[src/rtl/ifetch_unit.sv]
// ifetch_unit: instruction fetch stage.
// Holds the fetch PC and issues single-outstanding word reads to instruction
// memory. Returned words enter a 2-entry prefetch FIFO whose head is
// presented to decode. A redirect flushes the FIFO and discards any in-flight
// response.
//
// Optional feature macro: IFETCH_ALIGN_CHECK_EN
//   defined   : misaligned redirect_addr sets sticky addr_err and halts fetch
//               until reset.
//   undefined : redirect_addr[1:0] is ignored (forced to 0), addr_err tied 0.
//
// Ports:
//   clk, rst                  clock (rising edge), async active-low reset
//   stall                     decode not accepting; head instruction held
//   redirect, redirect_addr   control-flow change and new fetch PC
//   imem_req, imem_addr       read request / word-aligned address (comb.)
//   imem_rvalid, imem_rdata   read response
//   inst, inst_pc, inst_valid FIFO head presented to decode (comb.)
//   addr_err                  sticky misaligned-redirect flag
module ifetch_unit #(
  parameter int unsigned   WORD_WIDTH = 32,
  parameter int unsigned   W          = WORD_WIDTH,
  parameter logic [W-1:0]  RESET_PC   = '0
) (
  input  logic         clk,
  input  logic         rst,
  input  logic         stall,
  input  logic         redirect,
  input  logic [W-1:0] redirect_addr,
  output logic         imem_req,
  output logic [W-1:0] imem_addr,
  input  logic         imem_rvalid,
  input  logic [W-1:0] imem_rdata,
  output logic [W-1:0] inst,
  output logic [W-1:0] inst_pc,
  output logic         inst_valid,
  output logic         addr_err
);

  localparam logic [W-1:0] ZERO_WORD = '0;
  localparam int unsigned  CNT_W     = 2;
  localparam int unsigned  OCC_W     = 3;

  typedef enum logic [1:0] {
    IDLE = 2'd0,
    WAIT = 2'd1,
    DROP = 2'd2
  } state_e;

  typedef struct packed {
    logic [W-1:0] pc;
    logic [W-1:0] inst;
  } entry_t;

  state_e           state_q, state_d;
  logic [W-1:0]     pc_q, pc_d;
  logic [W-1:0]     req_pc_q, req_pc_d;
  logic [CNT_W-1:0] count_q, count_d;
  entry_t           ent0_q, ent0_d;
  entry_t           ent1_q, ent1_d;

  logic             halt;
  logic             pending;
  logic             pop;
  logic             push;
  logic             room;
  logic             issue;
  logic [OCC_W-1:0] occ;
  logic [CNT_W-1:0] push_slot;
  logic [W-1:0]     redir_pc;
  entry_t           new_ent;

  // Redirect target is always word aligned on the fetch side.
  assign redir_pc = {redirect_addr[W-1:2], 2'b00};

`ifdef IFETCH_ALIGN_CHECK_EN
  logic addr_err_q, addr_err_d;

  // Sticky misalignment flag; only reset clears it.
  always_comb begin
    addr_err_d = addr_err_q;
    if (redirect && (redirect_addr[1:0] != 2'b00)) addr_err_d = 1'b1;
  end

  always_ff @(posedge clk or negedge rst) begin
    if (!rst) addr_err_q <= 1'b0;
    else      addr_err_q <= addr_err_d;
  end

  assign halt     = addr_err_q;
  assign addr_err = addr_err_q;
`else
  logic unused_addr_lsb;
  assign unused_addr_lsb = ^redirect_addr[1:0];
  assign halt            = 1'b0;
  assign addr_err        = 1'b0;
`endif

  // Head of FIFO presented to decode; NOP when empty or halted.
  assign inst_valid = (count_q != '0) && !halt;
  assign inst       = inst_valid ? ent0_q.inst : ZERO_WORD;
  assign inst_pc    = inst_valid ? ent0_q.pc   : ZERO_WORD;

  assign pending = (state_q == WAIT);
  assign pop     = inst_valid && !stall && !redirect;
  assign push    = pending && imem_rvalid && !redirect;

  // Slots committed after this edge, counting the response still owed.
  assign occ  = OCC_W'(count_q) + OCC_W'(pending) - OCC_W'(pop);
  assign room = (occ < OCC_W'(2));

  // rst gating keeps the request low during reset even though state is IDLE.
  assign issue = rst && !redirect && !halt && room &&
                 ((state_q == IDLE) || ((state_q == WAIT) && imem_rvalid));

  assign imem_req  = issue;
  assign imem_addr = pc_q;

  assign push_slot = count_q - CNT_W'(pop);
  assign new_ent   = '{pc: req_pc_q, inst: imem_rdata};

  // Next-state: PC, FIFO and FSM.
  always_comb begin
    state_d  = state_q;
    pc_d     = pc_q;
    req_pc_d = req_pc_q;
    count_d  = count_q;
    ent0_d   = ent0_q;
    ent1_d   = ent1_q;

    if (redirect) begin
      count_d = '0;
      pc_d    = redir_pc;
    end else begin
      if (issue) begin
        pc_d     = pc_q + W'(4);
        req_pc_d = pc_q;
      end
      if (pop) ent0_d = ent1_q;
      // Slot index accounts for a same-cycle pop shifting the tail forward.
      if (push) begin
        if (push_slot == '0) ent0_d = new_ent;
        else                 ent1_d = new_ent;
      end
      count_d = count_q + CNT_W'(push) - CNT_W'(pop);
    end

    unique case (state_q)
      IDLE: begin
        if (issue) state_d = WAIT;
      end
      WAIT: begin
        if (imem_rvalid)   state_d = issue ? WAIT : IDLE;
        else if (redirect) state_d = DROP;
      end
      DROP: begin
        if (imem_rvalid) state_d = IDLE;
      end
      default: state_d = IDLE;
    endcase
  end

  // State registers.
  always_ff @(posedge clk or negedge rst) begin
    if (!rst) begin
      state_q  <= IDLE;
      pc_q     <= RESET_PC;
      req_pc_q <= '0;
      count_q  <= '0;
      ent0_q   <= '0;
      ent1_q   <= '0;
    end else begin
      state_q  <= state_d;
      pc_q     <= pc_d;
      req_pc_q <= req_pc_d;
      count_q  <= count_d;
      ent0_q   <= ent0_d;
      ent1_q   <= ent1_d;
    end
  end

endmodule

[config.mk]
export PLATFORM = sky130hd
export DESIGN_NAME = ifetch_unit
export DESIGN_NICKNAME = d
export VERILOG_FILES = /design/src/rtl/ifetch_unit.sv
export SDC_FILE = /design/constraint.sdc
export NUM_CORES = 1
export LEC_CHECK = 0
export CORE_MARGIN = 2
export CORE_UTILIZATION = 48
export DETAILED_ROUTE_END_ITERATION = 10
export GPL_TIMING_DRIVEN = 0
export MAX_ROUTING_LAYER = met4
export PLACE_DENSITY = 0.74
export SLEW_MARGIN = 20
export SYNTH_ARGS = -nofsm -noshare
export SYNTH_HDL_FRONTEND = slang
export SYNTH_SLANG_ARGS = --single-unit
[constraint.sdc]
create_clock -name clk -period 4.8 [get_ports clk]
set_input_delay 1.2 -clock clk [delete_from_list [all_inputs] [get_ports clk]]
set_output_delay 1.2 -clock clk [all_outputs]
set_load 0.02 [all_outputs]
Yosys cells after proc, flatten, opt, wreduce, memory -nomap -nowiden. Index checks and enable logic that the tools add are counted.

Flip-flop bits (word level): 196. Bits of input ports: 69. Output and inout port bits: 99. Logic and storage cells: 53.

Add/subtract/negate cells: 6. Order comparisons: 1. Equality and inequality tests: 5. Mux-type cells: 14. Bitwise gates (word level): 2. Reductions and logical operators: 17.

Operator list (count): two-way mux 64 bit (3); two-way mux 32 bit (4); adder 32 x 3 -> 32 bit, second input constant (1); two-way mux 2 bit (5); logical AND 1 bit (7); one-hot mux 2 bit (3 select lines) (1); AND reduction 3 bit (2); logical NOT 2 bit (2); != test 2 bit, second input constant (2); nonzero test 2 bit (2); subtractor 2 x 1 -> 2 bit (2); adder 2 x 1 -> 3 bit (1); < comparator 3 x 2 -> 1 bit, second input constant (1); != test 3 bit, second input constant (1); subtractor 3 x 1 -> 3 bit (1); adder 2 x 1 -> 2 bit (1); == test 2 x 1 -> 1 bit, second input constant (1); == test 2 bit, second input constant (1); logical NOT 1 bit (2); inverter 1 bit (2); AND reduction 2 bit (1); logical OR 1 bit (1); two-way mux 1 bit (1).

Logic depth before layout (Yosys ltp). Gate-level depths: netlist of the first run.

Word-level depth: 10. Gate-level depth with buffers: 15. Mapped depth without buffers: 12.

Worst setup path after synthesis of the first run. Ideal clock, no wire load.

Kind: input to output. From: in stall. To: out imem_req. Arrival time: 3.376 ns. Setup slack: 0.224 ns. Stages: 11. Path buffers: 3. Path through: or3_1 > buf_2 > buf_2 > xnor2_1 > nand2_1 > fa_1 > xor2_2 > nor2_1 > nand3b_1 > inv_2 > buf_2.

Cells in the longest elaborated chain, start to end: 7.

Ends and longest elaborated chain: from (decl) (RTL line 27) `input logic stall,`; logical NOT 1 bit (RTL line 105) `assign pop = inst_valid && !stall && !redirect;`; logical AND 1 bit (2 in a row) (RTL line 105); subtractor 3 x 1 -> 3 bit (RTL line 109) `assign occ = OCC_W'(count_q) + OCC_W'(pending) - OCC_W'(pop);`; < comparator 3 x 2 -> 1 bit (RTL line 110) `assign room = (occ < OCC_W'(2));`; logical AND 1 bit (2 in a row) (RTL line 113) `assign issue = rst && !redirect && !halt && room &&`; to (decl) (RTL line 30) `output logic imem_req,`.

Every way passes these cells.

Worst setup path in the final report of the first run.
From: in redirect. To: out imem_req.

Cells in the longest elaborated chain, start to end: 6.

Ends and longest elaborated chain: from (decl) (RTL line 28) `input logic redirect,`; logical NOT 1 bit (*) (RTL line 105, 113); logical AND 1 bit (RTL line 105); subtractor 3 x 1 -> 3 bit (RTL line 109); < comparator 3 x 2 -> 1 bit (RTL line 110); logical AND 1 bit (*) (2 in a row) (RTL line 113).

Every way passes the cells marked *; elsewhere a longest branch is shown, timed or not.

==> flow_summary_export.csv, run 1 <==
group,metric,value,unit
synthesis,synth-seq-area-share,53.2,%
setup_path,r2r-start,"count_q[1]$_DFF_PN0_",
cts,cts_max_level,4,
power_and_ir_drop,p_sw,1.62,mW
cts,cts_sinks,190,
floorplan,core,18100,um2
setup_path,crit_fanout,16,
setup_path,setup.worst_path.class,"input pin to output pin",
power_and_ir_drop,power_density,459,nW/um2
placed_design,hpwl,15200,um
floorplan,start_util,49.3,%
synthesis,synth_compound_area_share,6.08,%
grt,grt_max_degree,87,
cts,numCtsBuffers,17,
finish,drive_gt1_share,20.0,%
power_and_ir_drop,p_int,3.73,mW
synthesis,netlist_area,8940,um2
synthesis,synth-async-reset-ratio,100,%
setup_path,required,3.60,ns
power_and_ir_drop,p_leak,5.45,nW
sta,min_period_over_period,98.0,%
synthesis,synth-seq-cells,190,
drt,wl_per_cell,18.0,um
floorplan,die_x,141,um
status,status,"completed",
synthesis,synthSimpleGateAreaFrac,15.6,%
setup_path,cp-start-kind,"input pin",
synthesis,ys.flop_type,"dfrtp_1",
grt,grt_pass1_wl,35000,um
placed_design,dp_cells,1174,
floorplan,die-height,141,um
sta,worstMarginPinSlew,0.881,ns
cts,ctsRootBufferMaster,"clkbuf_16",
cts,cts_buffer_depth,2,
synthesis,synth-xor-area-share,2.43,%
drt,first_iter_violations,410,
sta,hold_slack,0.491,ns
finish,nFillCells,1472,
cts,clk-insertion-delay-late,0.44,ns
drt,routed_via_density,5.42,
synthesis,synth_edf_count,0,
finish,num_antenna_cells,0,
grt,overflow,0,
synthesis,avgSynthCellArea,11.5,um2
cts,cts_hold_buf,0,
finish,syn_to_final_growth,30.3,%
floorplan,rows,49,
synthesis,synthMuxAreaShare,18.6,%
sta,finalHoldViolCount,0,
finish,layout.nets,1052,
synthesis,synth_adder_area_share,0.504,%
grt,track_usage,23.4,%
setup_path,r2r_setup_slack,0.37,ns
drt,finalWirelength,22000,um
synthesis,synth_cell_types,56,
drt,drc,0,
setup_path,r2r-end,"imem_addr[27]$_DFFE_PN0P_",
sta,max_freq,0.212,GHz
floorplan,io_pins,168,
sta,finalMaxSlewViolations,0,
finish,fin_util,64.2,%
job,drv_cap,0,
placed_design,postPlaceCellArea,10900,um2
setup_path,r2r_cells,23,
placed_design,pre_cts_slack,-1.49,ns
drt,postRouteAntennaNets,0,
grt,grt_pass1_vias,6515,
placed_design,io_buffer_count,162,
placed_design,gp_congestion,0.854,
sta,fin_worst_skew,0.00800,ns
floorplan,die-area,19700,um2
setup_path,end_kind,"output pin",
synthesis,syn_inst,779,
synthesis,synth_top_family_by_area,"multiplexers",
synthesis,yosysWarnings,0,
power_and_ir_drop,pwr-share-comb,26.7,%
sta,slew_headroom,40.8,%
power_and_ir_drop,clockPowerShare,26.0,%
cts,cts.reportedPaths.clkPinSlew,0.07,ns
worst_hold_path,worstHoldPathType,"flip-flop to flip-flop",
finish,fin_cells,1222,
worst_hold_path,whs_endpoint,"ent1_q[2]$_DFFE_PN0P_",
grt,antenna_found_initial,0,
power_and_ir_drop,p_seq_share,47.3,%
drt,vias,6621,
finish,design_area,11700,um2
power_and_ir_drop,vdd_drop_max,0.000303,V
sta,period_needed,4.71,ns
drt,dr.pass1.iters,7,
worst_hold_path,min_path_cells,1,
setup_path,critical_path_arrival,3.51,ns
power_and_ir_drop,switching_share,30.2,%
cts,tritoncts,"built",
sta,setup_viol,0,
worst_hold_path,hold_path_startpoint,"ent1_q[2]$_DFFE_PN0P_",
sta,worst_slack,0.0941,ns
## cells in the final DEF, fill, tap and decap left out, types with 8 or more instances in the layout
cell             Yosys  layout
dfrtp_1            190     190
mux2i_1             63      63
o21ai_1             12      12
o21ai_0             77      77
buf_6                8       9
and2_1              64      64
nand4_1             11      11
buf_2               13      11
nand3_1             14      14
nor2b_1              8       8
buf_4                9      27
clkbuf_1            19      21
nand2_1            100      99
clkbuf_16            0      17
nor2_1              10       8
clkdlybuf4s50_1      0     158
xor2_1              19      19
mux2_2              91      91
## sequential cells by signal, summed over array words and instances (netlist names)
name / cells
count_q: 2
ent0_q: 64
ent1_q: 62
imem_addr: 30
req_pc_q: 30
state_q: 2
## power groups by stage
stage | combinational [mW] | sequential (mW) | clock [mW]
floorplan | 0.892 | 2.47 | 0
global placement | 1.34 | 2.54 | 0
detailed placement | 1.38 | 2.56 | 0
CTS | 1.43 | 2.53 | 1.41
global route | 1.56 | 2.61 | 1.48
finish | 1.43 | 2.53 | 1.39
## area by class of cell
type / count / area [um2] / share of cell area (%)
Buffer: 49 / 314 / 2.69
Clock buffer: 24 / 502 / 4.30
Sequential cell: 190 / 4750 / 40.8
Clock inverter: 8 / 78.8 / 0.676
Multi-Input combinational cell: 535 / 3900 / 33.5
Tap cell: 229 / 287 / 2.46
Timing Repair Buffer: 181 / 1800 / 15.4
Inverter: 6 / 25.0 / 0.215
## worst max-delay path, stage by stage
cell	delay, ns
buf_2	0.17
or3_4	0.39
buf_12	0.13
buf_4	0.22
nor2_2	0.17
fa_2	0.45
nand2_2	0.12
nor2_2	0.05
nand3b_1	0.13
buf_4	0.14
inv_4	0.03
buf_6	0.13
buf_4	0.16
## stage by stage
step                power [mW]   TNS, ns
floorplan                 3.36         0
global placement          3.88  -1385.50
detailed placement        3.94    -10.11
CTS                       5.37         0
global route              5.65  -0.00823
finish                    5.35         0
## per-layer routing
layer	GRT usage, %	share of wire [%]	up-vias
li1	-	-	3093
met1	31.6	46	3317
met2	36.3	47	185
met3	4.34	4.9	26
met4	7.53	2.1	0
met5	-	0	-
## timing repair
action | 4_1_cts | 5_1_grt
pin swaps | 1 | 1
endpoints found under the setup margin | 1 | 3
setup buffers | 15 | 2
resized for setup | 21 | 5
## logic make-up (layout without fill, tap and decap cells)
family,after synthesis,after routing
muxes,155,155
xor gates and xnor gates,24,24
adders and majority gates,3,3
other,1,3
DFF,190,190
and+or+nand+nor,248,248
buffers and inverters,56,268
AOI/OAI and AO/OA,102,102
## Yosys cell counts, types with 4 or more instances
cell	number	share of area, %
o21ai_0	77	4.3
buf_2	13	0.73
nor2b_1	8	0.56
dfrtp_1	190	53
buf_6	8	1.0
mux2_2	91	11
nand3_1	14	0.78
o21ai_1	12	0.67
mux2i_1	63	7.0
inv_1	5	0.21
clkbuf_1	19	0.80
and2_1	64	4.5
nand4_1	11	0.77
nor2_1	10	0.42
buf_4	9	0.76
xor2_1	19	1.9
nand2_1	100	4.2
and3_1	6	0.42
xnor2_1	4	0.39
## how the worst max path moves through the flow
stage	startpoint	to	slack, ns	depth (start not counted)
6_report	redirect	imem_req	0.09	13
3_3_place_gp	rst	imem_req	-7.10	7
4_1_cts	stall	imem_addr[27]$_DFFE_PN0P_	0.01	23
3_5_place_dp	redirect	imem_req	-1.49	13
5_1_grt	redirect	imem_addr[27]$_DFFE_PN0P_	-0.008	23
2_1_floorplan	stall	imem_req	0.22	11
No activity file was read; power rests on OpenSTA's default activity.
==> run 2, diff against run 1 <==
--- a/config.mk
+++ b/config.mk
@@ -12,4 +12,5 @@
 export MAX_ROUTING_LAYER = met4
 export PLACE_DENSITY = 0.74
+export SETUP_SLACK_MARGIN = 0.4
 export SLEW_MARGIN = 20
 export SYNTH_ARGS = -nofsm -noshare
==> constraint.sdc (replaced) <==
create_clock -name clk -period 4.8 [get_ports clk]
set_input_delay 1.2 -clock clk [delete_from_list [all_inputs] [get_ports clk]]
set_output_delay 1.2 -clock clk [all_outputs]
set_load 0.05 [all_outputs]
==> run 2 against run 1 <==
  * Core utilization up 0.59 points
  * Global-route usage grew 0.63 points
  * Sequential cell count unchanged
  * Sequential power hardly changed
  * Clock power fell by 4%
  * Non-clock buffer count increased by 4
  * First-iteration DRC count decreased by 26%
  * Die area stayed put
  * Power grew 4.0%
  * Design area grew 0.92%
  * Critical path type unchanged
  * Critical endpoint unchanged
  * Largest cell class unchanged
  * Highest routed layer unchanged
==> flow_summary_export.csv, run 2 (synthesis gave the netlist of run 1 again) <==
group,metric,value,unit
sta,worstMarginPinSlew,0.806,ns
drt,finalWirelength,22100,um
job,drv_cap,0,
placed_design,dp_cells,1174,
drt,routed_via_density,5.35,
cts,ctsRootBufferMaster,"clkbuf_16",
finish,reg_top3,"ent0_q: 64 flops, ent1_q: 62 flops",
sta,slew_headroom,45.9,%
drt,dr.pass1.iters,5,
drt,postRouteAntennaNets,0,
cts,cts_buffer_depth,2,
setup_path,setup.worst_path.class,"input pin to output pin",
finish,fin_cells,1226,
power_and_ir_drop,vdd_drop_max,0.000290,V
grt,antenna_found_initial,0,
placed_design,io_buffer_count,162,
finish,drive_gt1_share,20.8,%
sta,period_needed,4.54,ns
sta,finalMaxSlewViolations,0,
setup_path,end_kind,"output pin",
finish,layout.nets,1056,
setup_path,r2r-start,"count_q[1]$_DFF_PN0_",
finish,final_cell_mix,"dfrtp_1 (190), clkdlybuf4s50_1 (158), nand2_1 (98)",
grt,grt_pass1_vias,6743,
floorplan,core,18100,um2
setup_path,crit_fanout,4,
setup_path,critical_path_arrival,3.34,ns
placed_design,hpwl,15200,um
sta,grt_setup_unrepaired,"yes",
setup_path,cp-start-kind,"input pin",
floorplan,start_util,49.3,%
power_and_ir_drop,p_leak,5.48,nW
finish,num_antenna_cells,0,
cts,cts_max_level,4,
floorplan,rows,49,
worst_hold_path,whs_endpoint,"ent1_q[2]$_DFFE_PN0P_",
setup_path,r2r_cells,23,
cts,tritoncts,"built",
status,status,"completed",
sta,min_period_over_period,94.6,%
sta,setup_tns,0,ns
cts,cts_sinks,190,
floorplan,die_x,141,um
setup_path,required,3.60,ns
drt,first_iter_violations,302,
setup_path,crit_start,"stall",
drt,drc,0,
grt,grt_pass1_wl,36400,um
sta,finalHoldViolCount,0,
cts,numCtsBuffers,17,
finish,syn_to_final_growth,31.5,%
drt,wl_per_cell,18.1,um
worst_hold_path,min_path_cells,1,
cts,clk-insertion-delay-late,0.43,ns
finish,largest-register,"ent0_q",
floorplan,die-area,19700,um2
sta,setup_viol,0,
cts,cts_hold_buf,0,
grt,track_usage,24.1,%
finish,nFillCells,1477,
finish,layout_commonest_cell,"dfrtp_1",
grt,overflow,0,
setup_path,r2r-end,"imem_addr[29]$_DFFE_PN0P_",
placed_design,gp_congestion,0.860,
worst_hold_path,worstHoldPathType,"flip-flop to flip-flop",
setup_path,r2r_setup_slack,0.61,ns
sta,max_freq,0.220,GHz
finish,largest_register_ffs,64,
cts,cts.reportedPaths.clkPinSlew,0.07,ns
floorplan,die-height,141,um
floorplan,io_pins,168,
power_and_ir_drop,power_density,473,nW/um2
sta,fin_worst_skew,0.00814,ns
worst_hold_path,hold_path_startpoint,"ent1_q[2]$_DFFE_PN0P_",
drt,vias,6553,
grt,grt_max_degree,78,
-- run 2: final cells by class --
class | count | area [um2] | area share, %
buffer | 50 | 335 | 2.85
clock buffer | 17 | 425 | 3.62
multi-input combinational | 535 | 3920 | 33.3
inverter | 6 | 25.0 | 0.213
tap | 229 | 287 | 2.44
sequential | 190 | 4750 | 40.4
timing repair buffer | 184 | 1890 | 16.1
clock inverter | 15 | 129 | 1.10
-- run 2: what timing repair did --
action	4_1_cts	5_1_grt
pin swaps	4	9
setup buffers	18	2
setup endpoints to repair	1	53
resized for setup	27	19
-- run 2: power breakdown --
part	switching, mW	internal, mW	total, mW
registers	0.355	2.18	2.53
logic	0.898	0.793	1.69
clock network	0.659	0.681	1.34
-- run 2: critical path, cell delays in order --
cell      delay (ns)
buf_6           0.10
or3_4           0.35
buf_6           0.13
buf_12          0.12
xnor2_4         0.15
nand2_2         0.06
fa_2            0.53
nand2_2         0.08
nor2_4          0.14
nand3b_1        0.15
inv_4           0.11
buf_12          0.11
buf_12          0.12
-- run 2: worst max-delay path by stage --
stage | end | cells after the start
final | imem_req | 13
after global routing | imem_req | 13
after CTS | imem_req | 13
after detailed placement | imem_req | 13
after floorplan | imem_req | 11
after global placement | imem_req | 7
-- run 2: layer usage --
layer | vias to the layer above | GRT usage [%] | wire length (um)
li1 | 3102 | - | -
met1 | 3236 | 33.1 | 10100
met2 | 188 | 37.1 | 10400
met3 | 27 | 4.24 | 1230
met4 | 0 | 6.95 | 357
met5 | - | - | 0
-- run 2: stage by stage --
step / worst slack [ns] / hold WS [ns] / power (mW) / util [%] / area, um2
2_1_floorplan: 0.404 / 0.457 / 3.59 / - / 8980
3_3_place_gp: -6.73 / 0.475 / 4.10 / 60.0 / 10900
3_5_place_dp: -1.38 / 0.482 / 4.18 / 60.3 / 11000
4_1_cts: 0.282 / 0.498 / 5.56 / 64.4 / 11700
5_1_grt: 0.154 / 0.520 / 5.88 / 64.8 / 11800
6_report: 0.257 / 0.496 / 5.56 / 64.8 / 11800
